==> config.mk <==
export PLATFORM = sky130hd
export DESIGN_NAME = lcd_write_engine_flat
export DESIGN_NICKNAME = d
export VERILOG_FILES = /design/src/rtl/lcd_pkg.sv /design/src/rtl/lcd_write_engine_if.sv /design/src/rtl/lcd_byte_fifo.sv /design/src/rtl/lcd_write_engine.sv /design/src/flat_wrapper.sv
export SDC_FILE = /design/constraint.sdc
export NUM_CORES = 1
export LEC_CHECK = 0
export CORE_ASPECT_RATIO = 2
export CORE_MARGIN = 3
export CORE_UTILIZATION = 45
export CTS_CLUSTER_DIAMETER = 30
export CTS_CLUSTER_SIZE = 28
export DETAILED_ROUTE_END_ITERATION = 16
export PLACE_DENSITY = 0.65
export SLEW_MARGIN = 20
export SYNTH_ARGS = -nofsm -noshare
export SYNTH_HDL_FRONTEND = slang
export SYNTH_HIERARCHICAL = 1
export SYNTH_SLANG_ARGS = --single-unit
==> constraint.sdc <==
create_clock -name clk -period 4.9 [get_ports clk]
set_input_delay 0.49 -clock clk [delete_from_list [all_inputs] [get_ports clk]]
set_output_delay 0.49 -clock clk [all_outputs]
set_load 0.02 [all_outputs]
==> src/rtl/lcd_pkg.sv <==
// Shared definitions for the HD44780 write engine: FSM encoding, LCD command
// bytes and the default timing cycle counts for a 10 MHz clock.
package lcd_pkg;

  typedef enum logic [2:0] {
    ST_IDLE  = 3'd0,
    ST_SETUP = 3'd1,
    ST_PULSE = 3'd2,
    ST_HOLD  = 3'd3,
    ST_EXEC  = 3'd4
  } lcd_state_e;

  localparam logic [7:0] CMD_CLS    = 8'h01;
  localparam logic [7:0] CMD_HOME   = 8'h02;
  localparam logic [7:0] CMD_LINE1  = 8'h80;
  localparam logic [7:0] CMD_LINE2  = 8'hC0;
  localparam logic [7:0] CMD_LINE3  = 8'h94;
  localparam logic [7:0] CMD_LINE4  = 8'hD4;
  localparam logic [7:0] CMD_MODE8  = 8'h38;
  localparam logic [7:0] CMD_ENTRY  = 8'h06;
  localparam logic [7:0] CMD_DISPON = 8'h0E;

  localparam int DEF_FIFO_DEPTH  = 4;
  localparam int DEF_T_SETUP     = 1;
  localparam int DEF_T_EN        = 5;
  localparam int DEF_T_HOLD      = 1;
  localparam int DEF_T_EXEC      = 400;
  localparam int DEF_T_EXEC_LONG = 16000;

  // One buffered entry is {rs, data}.
  localparam int BYTE_W = 9;

  // Clear (0x01) and home (0x02/0x03, bit 0 is don't-care) need the long delay.
  function automatic logic is_long_cmd(input logic rs, input logic [7:0] data);
    return !rs && ((data == CMD_CLS) || (data == CMD_HOME) || (data == 8'h03));
  endfunction

endpackage

==> src/rtl/lcd_write_engine_if.sv <==
// Upstream byte handshake into the LCD write engine.
// A byte {in_rs, in_data} transfers on every clk edge where in_valid && in_ready;
// the master holds in_data/in_rs stable while in_valid is high and not yet accepted,
// and in_ready does not depend on in_valid.
interface lcd_write_engine_if;
  logic [7:0] in_data;
  logic       in_rs;
  logic       in_valid;
  logic       in_ready;

  modport master (output in_data, output in_rs, output in_valid, input in_ready);
  modport slave  (input in_data, input in_rs, input in_valid, output in_ready);
endinterface

==> src/rtl/lcd_byte_fifo.sv <==
// Small synchronous FIFO of {rs, data} entries; head is visible combinationally.
// No bypass: a push into an empty FIFO is readable only after the push edge.
module lcd_byte_fifo #(
  parameter  int DEPTH = 4,
  parameter  int WIDTH = 9,
  localparam int AW    = $clog2(DEPTH)
) (
  input  logic             clk,
  input  logic             rst,
  input  logic             push,
  input  logic [WIDTH-1:0] wdata,
  input  logic             pop,
  output logic [WIDTH-1:0] rdata,
  output logic             full,
  output logic             empty,
  output logic [AW:0]      level
);

  if ((DEPTH < 2) || ((DEPTH & (DEPTH - 1)) != 0)) begin : g_bad_depth
    $error("lcd_byte_fifo: DEPTH must be a power of two and at least 2");
  end

  localparam logic [AW:0] FULL_LVL = (AW + 1)'(DEPTH);

  logic [WIDTH-1:0] mem_q [DEPTH];
  logic [AW-1:0]    wr_ptr_q, wr_ptr_d;
  logic [AW-1:0]    rd_ptr_q, rd_ptr_d;
  logic [AW:0]      level_q, level_d;
  logic             do_push, do_pop;

  assign full    = (level_q == FULL_LVL);
  assign empty   = (level_q == '0);
  assign level   = level_q;
  assign rdata   = mem_q[rd_ptr_q];
  assign do_push = push && !full;
  assign do_pop  = pop && !empty;

  // Pointers wrap naturally because DEPTH is a power of two.
  always_comb begin
    wr_ptr_d = wr_ptr_q;
    rd_ptr_d = rd_ptr_q;
    level_d  = level_q;
    if (do_push) wr_ptr_d = wr_ptr_q + 1'b1;
    if (do_pop)  rd_ptr_d = rd_ptr_q + 1'b1;
    if (do_push && !do_pop)      level_d = level_q + 1'b1;
    else if (do_pop && !do_push) level_d = level_q - 1'b1;
  end

  always_ff @(posedge clk or negedge rst) begin
    if (!rst) begin
      wr_ptr_q <= '0;
      rd_ptr_q <= '0;
      level_q  <= '0;
    end else begin
      wr_ptr_q <= wr_ptr_d;
      rd_ptr_q <= rd_ptr_d;
      level_q  <= level_d;
    end
  end

  always_ff @(posedge clk) begin
    if (do_push) mem_q[wr_ptr_q] <= wdata;
  end

endmodule

==> src/rtl/lcd_write_engine.sv <==
// HD44780 8-bit bus write engine: buffers bytes, then drives setup, enable
// pulse, hold and execution delay for each, pulsing done_tick at the end.
module lcd_write_engine
  import lcd_pkg::*;
#(
  parameter  int FIFO_DEPTH  = DEF_FIFO_DEPTH,
  parameter  int T_SETUP     = DEF_T_SETUP,
  parameter  int T_EN        = DEF_T_EN,
  parameter  int T_HOLD      = DEF_T_HOLD,
  parameter  int T_EXEC      = DEF_T_EXEC,
  parameter  int T_EXEC_LONG = DEF_T_EXEC_LONG,
  localparam int LVL_W       = $clog2(FIFO_DEPTH) + 1
) (
  input  logic               clk,
  input  logic               rst,
  lcd_write_engine_if.slave  up,
  output logic [7:0]         lcd_d,
  output logic               lcd_rs,
  output logic               lcd_en,
  output logic               done_tick,
  output logic               busy,
  output logic [LVL_W-1:0]   level,
  output lcd_state_e         dbg_state
);

  if ((T_SETUP < 1) || (T_EN < 1) || (T_HOLD < 1) || (T_EXEC < 1) || (T_EXEC_LONG < 1))
  begin : g_bad_timing
    $error("lcd_write_engine: every timing parameter must be at least 1");
  end

  // Wide enough for whichever phase is longest, whatever the parameter mix.
  localparam int CNT_W = $clog2(T_SETUP + T_EN + T_HOLD + T_EXEC + T_EXEC_LONG + 1);
  localparam logic [CNT_W-1:0] CNT_ONE = CNT_W'(1);

  lcd_state_e        state_q, state_d;
  logic [CNT_W-1:0]  cnt_q, cnt_d;
  logic [7:0]        lcd_d_q, lcd_d_d;
  logic              lcd_rs_q, lcd_rs_d;
  logic              long_q, long_d;

  logic              fifo_push, fifo_pop, fifo_full, fifo_empty;
  logic [BYTE_W-1:0] fifo_head;
  logic [LVL_W-1:0]  fifo_level;

  assign up.in_ready = !fifo_full;
  assign fifo_push   = up.in_valid && !fifo_full;

  lcd_byte_fifo #(
    .DEPTH (FIFO_DEPTH),
    .WIDTH (BYTE_W)
  ) u_fifo (
    .clk   (clk),
    .rst   (rst),
    .push  (fifo_push),
    .wdata ({up.in_rs, up.in_data}),
    .pop   (fifo_pop),
    .rdata (fifo_head),
    .full  (fifo_full),
    .empty (fifo_empty),
    .level (fifo_level)
  );

  // Each timed state ends when the counter reads 1, loading the next phase length.
  always_comb begin
    state_d  = state_q;
    cnt_d    = cnt_q;
    lcd_d_d  = lcd_d_q;
    lcd_rs_d = lcd_rs_q;
    long_d   = long_q;
    fifo_pop = 1'b0;
    unique case (state_q)
      ST_IDLE: begin
        if (!fifo_empty) begin
          fifo_pop = 1'b1;
          lcd_d_d  = fifo_head[7:0];
          lcd_rs_d = fifo_head[8];
          long_d   = is_long_cmd(fifo_head[8], fifo_head[7:0]);
          cnt_d    = CNT_W'(T_SETUP);
          state_d  = ST_SETUP;
        end
      end
      ST_SETUP: begin
        if (cnt_q == CNT_ONE) begin
          cnt_d   = CNT_W'(T_EN);
          state_d = ST_PULSE;
        end else begin
          cnt_d = cnt_q - 1'b1;
        end
      end
      ST_PULSE: begin
        if (cnt_q == CNT_ONE) begin
          cnt_d   = CNT_W'(T_HOLD);
          state_d = ST_HOLD;
        end else begin
          cnt_d = cnt_q - 1'b1;
        end
      end
      ST_HOLD: begin
        if (cnt_q == CNT_ONE) begin
          cnt_d   = long_q ? CNT_W'(T_EXEC_LONG) : CNT_W'(T_EXEC);
          state_d = ST_EXEC;
        end else begin
          cnt_d = cnt_q - 1'b1;
        end
      end
      ST_EXEC: begin
        if (cnt_q == CNT_ONE) begin
          cnt_d   = '0;
          state_d = ST_IDLE;
        end else begin
          cnt_d = cnt_q - 1'b1;
        end
      end
      default: begin
        cnt_d   = '0;
        state_d = ST_IDLE;
      end
    endcase
  end

  always_ff @(posedge clk or negedge rst) begin
    if (!rst) begin
      state_q  <= ST_IDLE;
      cnt_q    <= '0;
      lcd_d_q  <= 8'h00;
      lcd_rs_q <= 1'b0;
      long_q   <= 1'b0;
    end else begin
      state_q  <= state_d;
      cnt_q    <= cnt_d;
      lcd_d_q  <= lcd_d_d;
      lcd_rs_q <= lcd_rs_d;
      long_q   <= long_d;
    end
  end

  // lcd_en decodes straight from the state flop so reset drops it at once.
  assign lcd_en    = (state_q == ST_PULSE);
  assign done_tick = (state_q == ST_EXEC) && (cnt_q == CNT_ONE);
  assign lcd_d     = lcd_d_q;
  assign lcd_rs    = lcd_rs_q;
  assign busy      = (state_q != ST_IDLE) || !fifo_empty;
  assign level     = fifo_level;
  assign dbg_state = state_q;

endmodule
==> src/flat_wrapper.sv <==
// flat-port wrapper written by rule: the top's interface ports become plain ports
module lcd_write_engine_flat import lcd_pkg::*;
#(
  parameter  int FIFO_DEPTH  = DEF_FIFO_DEPTH,
  parameter  int T_SETUP     = DEF_T_SETUP,
  parameter  int T_EN        = DEF_T_EN,
  parameter  int T_HOLD      = DEF_T_HOLD,
  parameter  int T_EXEC      = DEF_T_EXEC,
  parameter  int T_EXEC_LONG = DEF_T_EXEC_LONG,
  localparam int LVL_W       = $clog2(FIFO_DEPTH) + 1
)
  (clk, rst, lcd_d, lcd_rs, lcd_en, done_tick, busy, level, dbg_state, up_in_data, up_in_rs, up_in_valid, up_in_ready);
  lcd_write_engine_if up_i ();
  input  logic clk;
  input  logic rst;
  output logic [7:0] lcd_d;
  output logic lcd_rs;
  output logic lcd_en;
  output logic done_tick;
  output logic busy;
  output logic [LVL_W-1:0] level;
  output lcd_state_e dbg_state;
  input wire logic [$bits(up_i.in_data)-1:0] up_in_data;
  input wire logic [$bits(up_i.in_rs)-1:0] up_in_rs;
  input wire logic [$bits(up_i.in_valid)-1:0] up_in_valid;
  output wire logic [$bits(up_i.in_ready)-1:0] up_in_ready;
  assign up_i.in_data = up_in_data;
  assign up_i.in_rs = up_in_rs;
  assign up_i.in_valid = up_in_valid;
  assign up_in_ready = up_i.in_ready;
  lcd_write_engine #(.FIFO_DEPTH(FIFO_DEPTH), .T_SETUP(T_SETUP), .T_EN(T_EN), .T_HOLD(T_HOLD), .T_EXEC(T_EXEC), .T_EXEC_LONG(T_EXEC_LONG)) u_core (.clk(clk), .rst(rst), .up(up_i), .lcd_d(lcd_d), .lcd_rs(lcd_rs), .lcd_en(lcd_en), .done_tick(done_tick), .busy(busy), .level(level), .dbg_state(dbg_state));
endmodule
After elaboration in Yosys (flattened, before gate mapping) --
Memory sizes are Yosys's and may differ from the RTL's. Cells that the tools add are included.
Cells by class: $add $sub $neg 5, eq/ne operators 14, multiplexer cells 19, bitwise operators 1, reduce and logical (&&, ||, !) cells 21
Operators by type and width (count):
- $mux W15 | 5
- $pmux W15 S5 | 1
- $mux W3 | 7
- $eq A8 B2 Y1 const B | 2
- $eq A15 B1 Y1 const B | 1
- $pmux W3 S5 | 1
- $sub A15 B1 Y15 const B | 1
- $mux W14 | 1
- $eq A8 B1 Y1 const B | 1
- $ne A2 B1 Y1 const B | 4
- $logic_and A1 B1 Y1 | 7
- $eq A3 B2 Y1 const B | 2
- $eq A3 B3 Y1 const B | 2
- $logic_not A3 Y1 | 2
- $logic_not A1 Y1 | 5
- $reduce_and A5 Y1 | 1
- $add A2 B1 Y2 const B | 2
- $mux W1 | 4
- $add A3 B1 Y3 const B | 1
- $eq A3 B1 Y1 const B | 1
- $logic_or A1 B1 Y1 | 3
- $reduce_bool A3 Y1 | 1
- $sub A3 B1 Y3 const B | 1
- $ne A2 B2 Y1 const B | 1
- 3 further kinds | 3
Storage, ports and cells: bits in registers 35, RAM bits 36, input port bits 12, output and inout port bits 19, word-level logic and storage cells 69, memories 1
Memories:
- u_core.u_fifo.mem_q | depth 4, width 9, read ports 1, clocked after memory_dff 0, write ports 1, RTL line lcd_byte_fifo.sv:25 | logic [WIDTH-1:0] mem_q [DEPTH];

Logic depth before layout (Yosys ltp) --
Gate-level depths: netlist (run 1).
word-level depth 8, gate-level depth with buffers 11, depth with buffers taken out 10

Hierarchy --
Netlist (run 1), hierarchy kept.
By module, submodules not included:
- lcd_byte_fifo | times used 1, cells an instance 83, area an instance 1721.7 sq um, seq. area each 1256.2 sq um
- lcd_write_engine | times used 1, cells an instance 163, area an instance 1580.3 sq um, seq. area each 700.7 sq um

Worst setup path before layout (run 1) --
Ideal clock, no wire load.
path type register to register, from register u_core.u_fifo.level_q[0] (netlist: u_core/u_fifo/level[0]), to register u_core.u_fifo.level_q[1] (netlist: u_core/u_fifo/level[1]), arrival 2.550 ns, path slack 2.225 ns, cell stages (with the launch flop) 10, path buffers 1, period minus slack after synthesis 2.675 ns, path through dfrtp_1 or3_1 inv_1 nor4_1 clkbuf_1 nand2_1 ha_1 inv_1 fa_1 mux2_2
On the way: cells in the longest elaborated chain, start to end 7
Ends and longest elaborated chain:
- start, declared | RTL line lcd_byte_fifo.sv:28 | logic [AW:0] level_q, level_d;
- start signal, assigned | RTL line lcd_byte_fifo.sv:57 | level_q <= level_d;
- $logic_not A3 Y1 | RTL line lcd_byte_fifo.sv:32 | assign empty = (level_q == '0);
- net u_core.fifo_empty | RTL line lcd_write_engine.sv:41 | logic fifo_push, fifo_pop, fifo_full, fifo_empty;
- $mux W1 | RTL line lcd_write_engine.sv:73 | if (!fifo_empty) begin
- $mux W1 | RTL line lcd_write_engine.sv:71 | unique case (state_q)
- net u_core.fifo_pop | RTL line lcd_write_engine.sv:41
- $logic_and A1 B1 Y1 | RTL line lcd_byte_fifo.sv:36 | assign do_pop = pop && !empty;
- $logic_not A1 Y1 | RTL line lcd_byte_fifo.sv:45 | if (do_push && !do_pop) level_d = level_q + 1'b1;
- $logic_and A1 B1 Y1 | RTL line lcd_byte_fifo.sv:45
- $mux W3 | RTL line lcd_byte_fifo.sv:45
- net u_core.u_fifo.level_d[1] | RTL line lcd_byte_fifo.sv:28
The timed path passes the listed nets, and every way through them passes these cells. The select of a mux whose other input is x is not followed. A chain may end at the register's enable or synchronous reset.

Worst setup path in the final report (run 1) --
from register u_core.cnt_q[1], to output port done_tick
On the way: cells in the longest elaborated chain, start to end 2
Ends and longest elaborated chain:
- start, declared | RTL line lcd_write_engine.sv:36 | logic [CNT_W-1:0] cnt_q, cnt_d;
- start signal, assigned | RTL line lcd_write_engine.sv:130 | cnt_q <= cnt_d;
- $eq A15 B1 Y1 | RTL line lcd_write_engine.sv:139 | assign done_tick = (state_q == ST_EXEC) && (cnt_q == CNT_ONE);
- $logic_and A1 B1 Y1 | RTL line lcd_write_engine.sv:139
- end, declared | RTL line flat_wrapper.sv:19 | output logic done_tick;
No other way between the ends.

==> flow_metrics.env, run 1 <==
export IMPL_cellLeakagePower_nw=1.476
export IMPL_final_setup_viol_count=0
export IMPL_criticalPathCategory="reg -> out"
export IMPL_switching_share_pct=32.84
export IMPL_syn_cell_area_um2=3302
export IMPL_final_design_area_no_fill_um2=3973
export IMPL_first_global_vias=2080
export IMPL_die_x_um=66.57
export IMPL_power_report_internal_total_mw=1.607
export IMPL_share_clk_of_total_power_pct=26.6
export IMPL_route_detailed_drc=0
export IMPL_power_frac_comb_pct=31.6
export IMPL_area_growth_synth_to_final_pct=20.31
export IMPL_commonest_non_fill_non_tap_cell_in_the_layout="sky130_fd_sc_hd__edfxtp_1"
export IMPL_synth_adder_area_share_pct=3.259
export IMPL_first_iter_violations=114
export IMPL_row_count=43
export IMPL_run_status="complete, no violations"
export IMPL_antenna_cells_inserted=0
export IMPL_tritoncts_num_sinks=71
export IMPL_post_cts_hold_buffers=0
export IMPL_die_area_um2=8464
export IMPL_grt_antenna_before_repair=0
export IMPL_critical_path_required_ps=4410
export IMPL_route_detailed_wl_per_inst_um=17.28
export IMPL_post_synth_mux_area_share_pct=10.61
export IMPL_min_period_over_period_pct=68.39
export IMPL_setup_worst_path_start_class="flop"
export IMPL_drv_max_cap_violation_count=0
export IMPL_buffers_added_on_ports=30
export IMPL_clock_root_buffer="sky130_fd_sc_hd__clkbuf_16"
export IMPL_ys_warn_count=6
export IMPL_power_density_nw_per_um2=602.4
export IMPL_clock_path_buffers=2
export IMPL_commonest_cells_after_routing_fill_and_taps_aside="sky130_fd_sc_hd__edfxtp_1, sky130_fd_sc_hd__dfrtp_1, sky130_fd_sc_hd__clkdlybuf4s50_1, sky130_fd_sc_hd__inv_1"
export IMPL_drt_pass1_iterations=4
export IMPL_layout_cells_non_filler=372
export IMPL_cts_tree="built"
export IMPL_yosys_cell_types_count=51
export IMPL_yosys_area_share_xor_xnor_pct=2.122
export IMPL_peakVddDrop_uv=324.7
export IMPL_core_area_um2=7048
export IMPL_dp_hpwl_mm=4.704
export IMPL_globalRoute_totalOverflow=0
export IMPL_post_drt_antenna_nets=0
export IMPL_setup_worst_path_end_class="output pin"
export IMPL_worst_r2r_setup_slack_ps=2330
export IMPL_cts_htree_levels=3
export IMPL_insertion_delay_ps=330
export IMPL_worst_slew_margin_rel_pct=55.95
export IMPL_grt_use_total_pct=16.66
export IMPL_post_route_util_pct=56.36
export IMPL_synth_seq_cells=71
export IMPL_postSynthCellCount=246
export IMPL_viasPerCell=5.548
export IMPL_post_cts_buffers=0
export IMPL_postSynthAreaPerCell_um2=13.42
export IMPL_start_util_pct=46.85
export IMPL_numPlacedInstances=356
export IMPL_synth_top_family_by_area="simple AND/OR/NAND/NOR gates"
export IMPL_async_flop_share_pct=49.30
export IMPL_synth_sequential_area_ratio_pct=59.26
export IMPL_synth_compound_area_share_pct=7.654
export IMPL_number_of_placed_i_o_pins=31
export IMPL_sequential_group_share_of_total_power_pct=41.7
export IMPL_numCtsBuffers=9
export IMPL_drt_total_wl_mm=6.430
export IMPL_synth_simple_gate_area_share_pct=13.45
export IMPL_synth_ff_type="sky130_fd_sc_hd__edfxtp_1"
export IMPL_max_slew_violation_count=0
export IMPL_drive_gt1_share_pct=18.09
export IMPL_highest_clock_frequency_the_design_can_meet_mhz=298.4
export IMPL_dpl_cell_area_um2=3672
export IMPL_min_path_type="reg -> reg"
export IMPL_clock_skew_ps=7.674
export IMPL_post_cts_resize_count=0
export IMPL_vias=2064
export IMPL_grt_start_max_net_pins=36
export IMPL_rsz0062_at_grt="no"
export IMPL_synth_fp_nets=266
export IMPL_worst_ep_arrival_time_ps=2860
export IMPL_finalWeightedCongestion=0.7995
export IMPL_switchingPower_mw=0.7860
export IMPL_critPathMaxFanout=6
export IMPL_grt_first_pass_wirelength_mm=10.23
export IMPL_post_route_min_period_ps=3351
export IMPL_timing_setup_tns_ps=0
export IMPL_synth_edff_count=36
export IMPL_floorplan_die_height_um=127.1
export IMPL_timing_worst_slew_pin_value_ps=660.7
export IMPL_clkSlewWorstSetupHoldPaths_ps=60
export IMPL_design_final_nets=297
export IMPL_final_hold_viol_count=0
## routing by layer
| layer | global-route usage, % | vias up | wire, um |
|---|---|---|---|
| li1 | - | 987 | - |
| met1 | 17.17 | 1035 | 2385 |
| met2 | 30.04 | 33 | 3749 |
| met3 | 3.078 | 9 | 139 |
| met4 | 9.820 | 0 | 155 |
| met5 | 0 | - | 0 |
## stage by stage
stage / worst slack [ps] / total power [mW] / hold WS [ps]
after detailed placement: 1888 / 1.784 / 470.8
final: 1549 / 2.393 / 479.7
after floorplan: 2225 / 1.518 / 194.4
after CTS: 1530 / 2.432 / 483.1
after global placement: 1925 / 1.761 / 487.2
after global routing: 1449 / 2.541 / 508.9
## critical path: stages, from the launching register on
cell	delay, ps
sky130_fd_sc_hd__dfrtp_1	390
sky130_fd_sc_hd__inv_1	100
sky130_fd_sc_hd__ha_1	150
sky130_fd_sc_hd__or4b_2	650
sky130_fd_sc_hd__or4_4	510
sky130_fd_sc_hd__nor2_1	130
sky130_fd_sc_hd__clkdlybuf4s50_1	610
## cells in the mapped netlist, types with 4 or more instances
master,n,share of area (%)
sky130_fd_sc_hd__mux2_2,10,3.4
sky130_fd_sc_hd__inv_1,13,1.5
sky130_fd_sc_hd__nand2_1,7,0.80
sky130_fd_sc_hd__a21oi_1,8,1.2
sky130_fd_sc_hd__nor4_1,5,0.95
sky130_fd_sc_hd__dfrtp_1,35,27
sky130_fd_sc_hd__nor3_1,10,1.5
sky130_fd_sc_hd__and2_1,4,0.76
sky130_fd_sc_hd__o21ai_0,12,1.8
sky130_fd_sc_hd__o211ai_1,5,1.1
sky130_fd_sc_hd__ha_1,7,2.7
sky130_fd_sc_hd__clkbuf_1,7,0.80
sky130_fd_sc_hd__xnor2_1,5,1.3
sky130_fd_sc_hd__mux4_2,9,6.1
sky130_fd_sc_hd__edfxtp_1,36,33
sky130_fd_sc_hd__or3_1,9,1.7
sky130_fd_sc_hd__nor2_1,12,1.4
sky130_fd_sc_hd__nand2b_1,4,0.76
## registers in the layout (all words and copies together), names as in the netlist
name / count
u_core/long_q: 1
u_core/lcd_rs: 1
u_core/lcd_d: 8
u_core/cnt_q: 15
u_core/dbg_state: 3
u_core/u_fifo/level: 3
u_core/u_fifo/rd_ptr_q: 2
u_core/u_fifo/mem_q: 36
u_core/u_fifo/wr_ptr_q: 2
## power groups by stage
stage          combinational (mW)  clock [mW]  sequential [mW]
4_1_cts                     0.771       0.655             1.01
2_1_floorplan               0.520           0            0.998
3_5_place_dp                0.767           0             1.02
3_3_place_gp                0.757           0             1.00
5_1_grt                     0.830       0.683             1.03
6_report                    0.757       0.637            0.999
## worst paths after layout
check                            startpoint                  end  depth (start not counted)
hold / removal             u_core/cnt_q[14]     u_core/cnt_q[14]                          1
min in group asynchronous               rst     u_core/cnt_q[14]                          2
setup / recovery            u_core/cnt_q[1]            done_tick                          6
setup reg to reg            u_core/cnt_q[1]      u_core/cnt_q[8]                          7
max in group asynchronous               rst  u_core/dbg_state[1]                          2
hold reg to reg            u_core/cnt_q[14]     u_core/cnt_q[14]                          1
## logic make-up after synthesis
family,after synthesis
flip-flops,71
XOR/XNOR,8
adder cells (fa/ha/maj),8
AND/OR/NAND/NOR,72
AO/OA/AOI/OAI,39
multiplexers,22
buffers and inverters,26
## layout make-up
type	instances	area, um2
multi-input cells	149	1231
well taps	90	112.6
fillers	596	3075
inverters	13	48.80
clock inverters	6	71.32
repair buffers	33	322.8
clock buffers	10	229.0
flip-flops and latches	71	1957
No activity file was read; power rests on OpenSTA's default activity.
==> run 2, diff against run 1 <==
clock period = 3.5 ns   (was 4.9 ns; I/O delays follow)
==> flow_metrics.env, run 2 (same netlist as run 1, synthesis figures left out) <==
export IMPL_min_period_over_period_pct=92.09
export IMPL_register_name_with_the_most_flops="u_core/u_fifo/mem_q"
export IMPL_largest_register_ffs=36
export IMPL_setup_worst_path_start_class="flop"
export IMPL_post_route_min_period_ps=3223
export IMPL_setup_worst_path_end_class="output pin"
export IMPL_cellLeakagePower_nw=1.500
export IMPL_globalRoute_totalOverflow=0
export IMPL_post_cts_hold_buffers=0
export IMPL_timing_worst_slew_pin_value_ps=660.5
export IMPL_clkSlewWorstSetupHoldPaths_ps=50
export IMPL_criticalPathCategory="reg -> out"
export IMPL_design_final_nets=298
export IMPL_final_setup_viol_count=0
export IMPL_dr_wl_met3_um=215
export IMPL_worst_r2r_start="u_core/cnt_q[0]"
export IMPL_highest_layer="met4"
export IMPL_met2_wirelength_from_detailed_routing_mm=3.694
export IMPL_route_layer_met1_wl_mm=2.274
export IMPL_drt_pass1_iterations=4
export IMPL_grt_first_pass_wirelength_mm=10.88
export IMPL_critical_path_required_ps=3150
export IMPL_number_of_placed_i_o_pins=31
export IMPL_antenna_cells_inserted=0
export IMPL_worst_slew_margin_rel_pct=55.97
export IMPL_route_detailed_drc=0
export IMPL_post_cts_resize_count=0
export IMPL_finalWeightedCongestion=0.7798
export IMPL_critPathMaxFanout=7
export IMPL_worst_ep_arrival_time_ps=2870
export IMPL_numCtsBuffers=9
export IMPL_run_status="complete, no violations"
export IMPL_area_growth_synth_to_final_pct=21.71
export IMPL_commonest_non_fill_non_tap_cell_in_the_layout="sky130_fd_sc_hd__edfxtp_1"
export IMPL_row_count=43
export IMPL_insertion_delay_ps=320
export IMPL_tritoncts_num_sinks=71
export IMPL_dp_hpwl_mm=4.708
export IMPL_first_global_vias=2240
export IMPL_drive_gt1_share_pct=18.37
export IMPL_highest_clock_frequency_the_design_can_meet_mhz=310.3
export IMPL_first_iter_violations=177
export IMPL_layout_cells_non_filler=373
export IMPL_cts_htree_levels=3
export IMPL_buffers_added_on_ports=30
export IMPL_drv_max_cap_violation_count=0
export IMPL_fill_cells=564
export IMPL_final_hold_viol_count=0
export IMPL_post_cts_buffers=0
export IMPL_timing_setup_tns_ps=0
export IMPL_hold_worst_slack_ps=452.7
export IMPL_grt_start_max_net_pins=36
export IMPL_rsz0062_at_grt="no"
export IMPL_clock_root_buffer="sky130_fd_sc_hd__clkbuf_16"
export IMPL_grt_antenna_before_repair=0
export IMPL_peakVddDrop_uv=536.5
export IMPL_floorplan_die_height_um=127.1
export IMPL_min_path_type="in -> async"
export IMPL_start_util_pct=46.85
export IMPL_cts_tree="built"
export IMPL_post_drt_antenna_nets=0
export IMPL_drt_total_wl_mm=6.396
export IMPL_numPlacedInstances=357
export IMPL_clock_skew_ps=4.298
export IMPL_finalPower_mw=3.481
export IMPL_commonest_cells_after_routing_fill_and_taps_aside="sky130_fd_sc_hd__edfxtp_1, sky130_fd_sc_hd__dfrtp_1, sky130_fd_sc_hd__clkdlybuf4s50_1, sky130_fd_sc_hd__inv_1"
export IMPL_critical_path_startpoint="u_core/cnt_q[0]"
export IMPL_die_area_um2=8464
export IMPL_vias=2079
export IMPL_die_x_um=66.57
export IMPL_viasPerCell=5.574
export IMPL_clock_path_buffers=2
export IMPL_route_detailed_wl_per_inst_um=17.15
export IMPL_core_area_um2=7048
export IMPL_grt_use_total_pct=17.39
export IMPL_power_density_nw_per_um2=866.2
export IMPL_max_slew_violation_count=0
==> run 2: cell type report <==
class                           instances  area (um2)  share of cell area (%)
Clock inverter                          6       110.1                   2.740
Clock buffer                           10       229.0                   5.697
Multi-Input combinational cell        149        1231                   30.64
Timing Repair Buffer                   34       330.3                   8.219
Tap cell                               90       112.6                   2.802
Inverter                               13       48.80                   1.214
Sequential cell                        71        1957                   48.69
==> run 2: layer usage <==
metal | vias up | global-route usage [%]
met5 | - | 0
met4 | 0 | 11.50
met3 | 15 | 3.342
met2 | 50 | 31.85
met1 | 1031 | 16.70
li1 | 983 | -
==> run 2: path summary, 6_finish.rpt <==
| path | endpoint | slack (ps) | cells past startpoint |
|---|---|---|---|
| worst min register to register | u_core/cnt_q[14] | 500 | 1 |
| worst max register to register | u_core/cnt_q[2] | 940 | 6 |
| worst max-delay path | done_tick | 280 | 5 |
| min in group clk | u_core/cnt_q[14] | 500 | 1 |
| worst min-delay path | u_core/cnt_q[8] | 450 | 2 |
| max in group asynchronous | u_core/dbg_state[1] | 2720 | 2 |
==> run 2: critical path, cell delays in order (launching register included) <==
cell                              delay, ps
sky130_fd_sc_hd__dfrtp_1                450
sky130_fd_sc_hd__ha_1                   170
sky130_fd_sc_hd__or4b_2                 650
sky130_fd_sc_hd__or4_4                  510
sky130_fd_sc_hd__nor2_1                 140
sky130_fd_sc_hd__clkdlybuf4s50_1        610
==> run 2: metrics by stage <==
stage | area [um2] | setup slack [ps] | util [%]
global placement | 3680 | 680.8 | 52.21
finish | 4019 | 276.9 | 57.02
detailed placement | 3680 | 632.3 | 52.21
CTS | 4019 | 275.1 | 57.02
global route | 4019 | 163.5 | 57.02
floorplan | 3302 | 825.4 | -
==> run 2: power by group <==
group | total, mW | switching, mW | leakage (nW) | internal [mW]
sequential | 1.40 | 0.244 | 0.752 | 1.15
combinational | 1.06 | 0.522 | 0.589 | 0.539
clock | 1.02 | 0.327 | 0.159 | 0.694
==> run 3, diff against run 2 <==
GPL_TIMING_DRIVEN = 0   (was unset)
==> flow_metrics.env, run 3 (same netlist as run 1, synthesis figures left out) <==
export IMPL_setup_worst_path_end_class="output pin"
export IMPL_run_status="complete, no violations"
export IMPL_vias=2117
export IMPL_post_cts_hold_buffers=1
export IMPL_drt_total_wl_mm=6.421
export IMPL_min_period_over_period_pct=94.25
export IMPL_numCtsBuffers=9
export IMPL_critPathMaxFanout=7
export IMPL_area_growth_synth_to_final_pct=23.72
export IMPL_floorplan_die_height_um=127.1
export IMPL_viasPerCell=5.513
export IMPL_finalPower_mw=3.543
export IMPL_post_route_util_pct=57.96
export IMPL_worst_r2r_start="u_core/dbg_state[2]"
export IMPL_core_area_um2=7048
export IMPL_critical_path_buf_inv_count=2
export IMPL_insertion_delay_ps=330
export IMPL_cellLeakagePower_nw=1.538
export IMPL_buffers_added_on_ports=30
export IMPL_dp_hpwl_mm=4.752
export IMPL_worst_r2r_setup_slack_ps=510
export IMPL_clock_skew_ps=4.379
export IMPL_min_path_type="in -> async"
export IMPL_drv_max_cap_violation_count=0
export IMPL_timing_worst_slew_pin_value_ps=598.6
export IMPL_grt_antenna_before_repair=0
export IMPL_post_route_min_period_ps=3299
export IMPL_rr_worst_depth=8
export IMPL_setup_worst_path_end="done_tick"
export IMPL_hold_worst_slack_ps=440.4
export IMPL_design_final_nets=309
export IMPL_post_cts_buffers=0
export IMPL_largest_register_ffs=36
export IMPL_setup_worst_path_start_class="flop"
export IMPL_commonest_cells_after_routing_fill_and_taps_aside="sky130_fd_sc_hd__edfxtp_1, sky130_fd_sc_hd__dfrtp_1, sky130_fd_sc_hd__clkdlybuf4s50_1, sky130_fd_sc_hd__inv_1"
export IMPL_cts_htree_levels=3
export IMPL_power_density_nw_per_um2=867.4
export IMPL_highest_clock_frequency_the_design_can_meet_mhz=303.1
export IMPL_die_x_um=66.57
export IMPL_timing_setup_tns_ps=0
export IMPL_finalWeightedCongestion=0.8250
export IMPL_grt_use_total_pct=16.99
export IMPL_final_hold_viol_count=0
export IMPL_tritoncts_num_sinks=71
export IMPL_worst_slew_margin_rel_pct=59.96
export IMPL_clkSlewWorstSetupHoldPaths_ps=60
export IMPL_grt_start_max_net_pins=25
export IMPL_first_iter_violations=117
export IMPL_die_area_um2=8464
export IMPL_timing_critical_path_cells="ha_1 > or4b_2 > or4_4 > buf_6 > nor2_1 > clkdlybuf4s50_1"
export IMPL_grt_first_pass_wirelength_mm=10.70
export IMPL_worst_ep_arrival_time_ps=2950
export IMPL_commonest_non_fill_non_tap_cell_in_the_layout="sky130_fd_sc_hd__edfxtp_1"
export IMPL_crit_path_max_incr_delay_ps=650
export IMPL_route_detailed_wl_per_inst_um=16.72
export IMPL_max_slew_violation_count=0
export IMPL_cp_depth=6
export IMPL_final_setup_viol_count=0
export IMPL_clock_path_buffers=2
export IMPL_register_name_with_the_most_flops="u_core/u_fifo/mem_q"
export IMPL_reg2reg_to="u_core/u_fifo/level[1]"
export IMPL_rsz0062_at_grt="no"
export IMPL_peakVddDrop_uv=467.9
export IMPL_cp_slowest_cell="sky130_fd_sc_hd__or4b_2"
export IMPL_critical_path_startpoint="u_core/cnt_q[0]"
export IMPL_route_detailed_drc=0
export IMPL_number_of_placed_i_o_pins=31
export IMPL_criticalPathCategory="reg -> out"
export IMPL_cell_family_contributing_the_most_delay_on_the_critical_path="simple AND/OR/NAND/NOR gates"
export IMPL_antenna_cells_inserted=0
export IMPL_start_util_pct=46.85
export IMPL_post_drt_antenna_nets=0
export IMPL_critical_path_required_ps=3150
export IMPL_post_cts_resize_count=0
export IMPL_row_count=43
export IMPL_cts_tree="built"
export IMPL_drt_pass1_iterations=4
export IMPL_globalRoute_totalOverflow=0
export IMPL_first_global_vias=2214
export IMPL_clock_root_buffer="sky130_fd_sc_hd__clkbuf_16"
export IMPL_drive_gt1_share_pct=18.71
-- run 3: worst min path at each step --
stage / cells past startpoint / startpoint / slack (ps) / endpoint
floorplan: 0 / rst / 50 / u_core/cnt_q[0]
global placement: 1 / u_core/cnt_q[14] / 470 / u_core/cnt_q[14]
detailed placement: 1 / rst / 260 / u_core/cnt_q[9]
CTS: 2 / rst / 440 / u_core/long_q
global route: 2 / rst / 470 / u_core/lcd_d[0]
finish: 2 / rst / 440 / u_core/cnt_q[9]
-- run 3: cell type report --
class                      instances  area (um2)
fill                             578        2963
buffer                            13       71.32
timing repair buffer              32       325.3
sequential                        71        1957
clock buffer                       9       225.2
inverter                          13       48.80
tap                               90       112.6
clock inverter                     7       120.1
multi-input combinational        149        1225
-- run 3: metrics by stage --
stage               std cells  area [um2]  worst slack, ps
global route              384        4085            108.6
finish                    384        4085            201.3
global placement          366        3715            529.3
CTS                       384        4085            173.7
detailed placement        367        3730            482.3
floorplan                 246        3302            825.4
-- run 3: layer usage --
metal,part of all wire (%),wire (um),track usage [%],up-vias
li1,-,-,-,1009
met3,2.6,165,3.606,17
met1,37,2402,18.01,1058
met4,3.4,218,9.820,0
met2,57,3634,29.92,33
met5,0,0,0,-
-- run 3: power by group --
group | total (mW) | internal, mW | switching [mW]
sequential | 1.34 | 1.16 | 0.185
combinational | 1.17 | 0.573 | 0.595
clock | 1.03 | 0.698 | 0.337
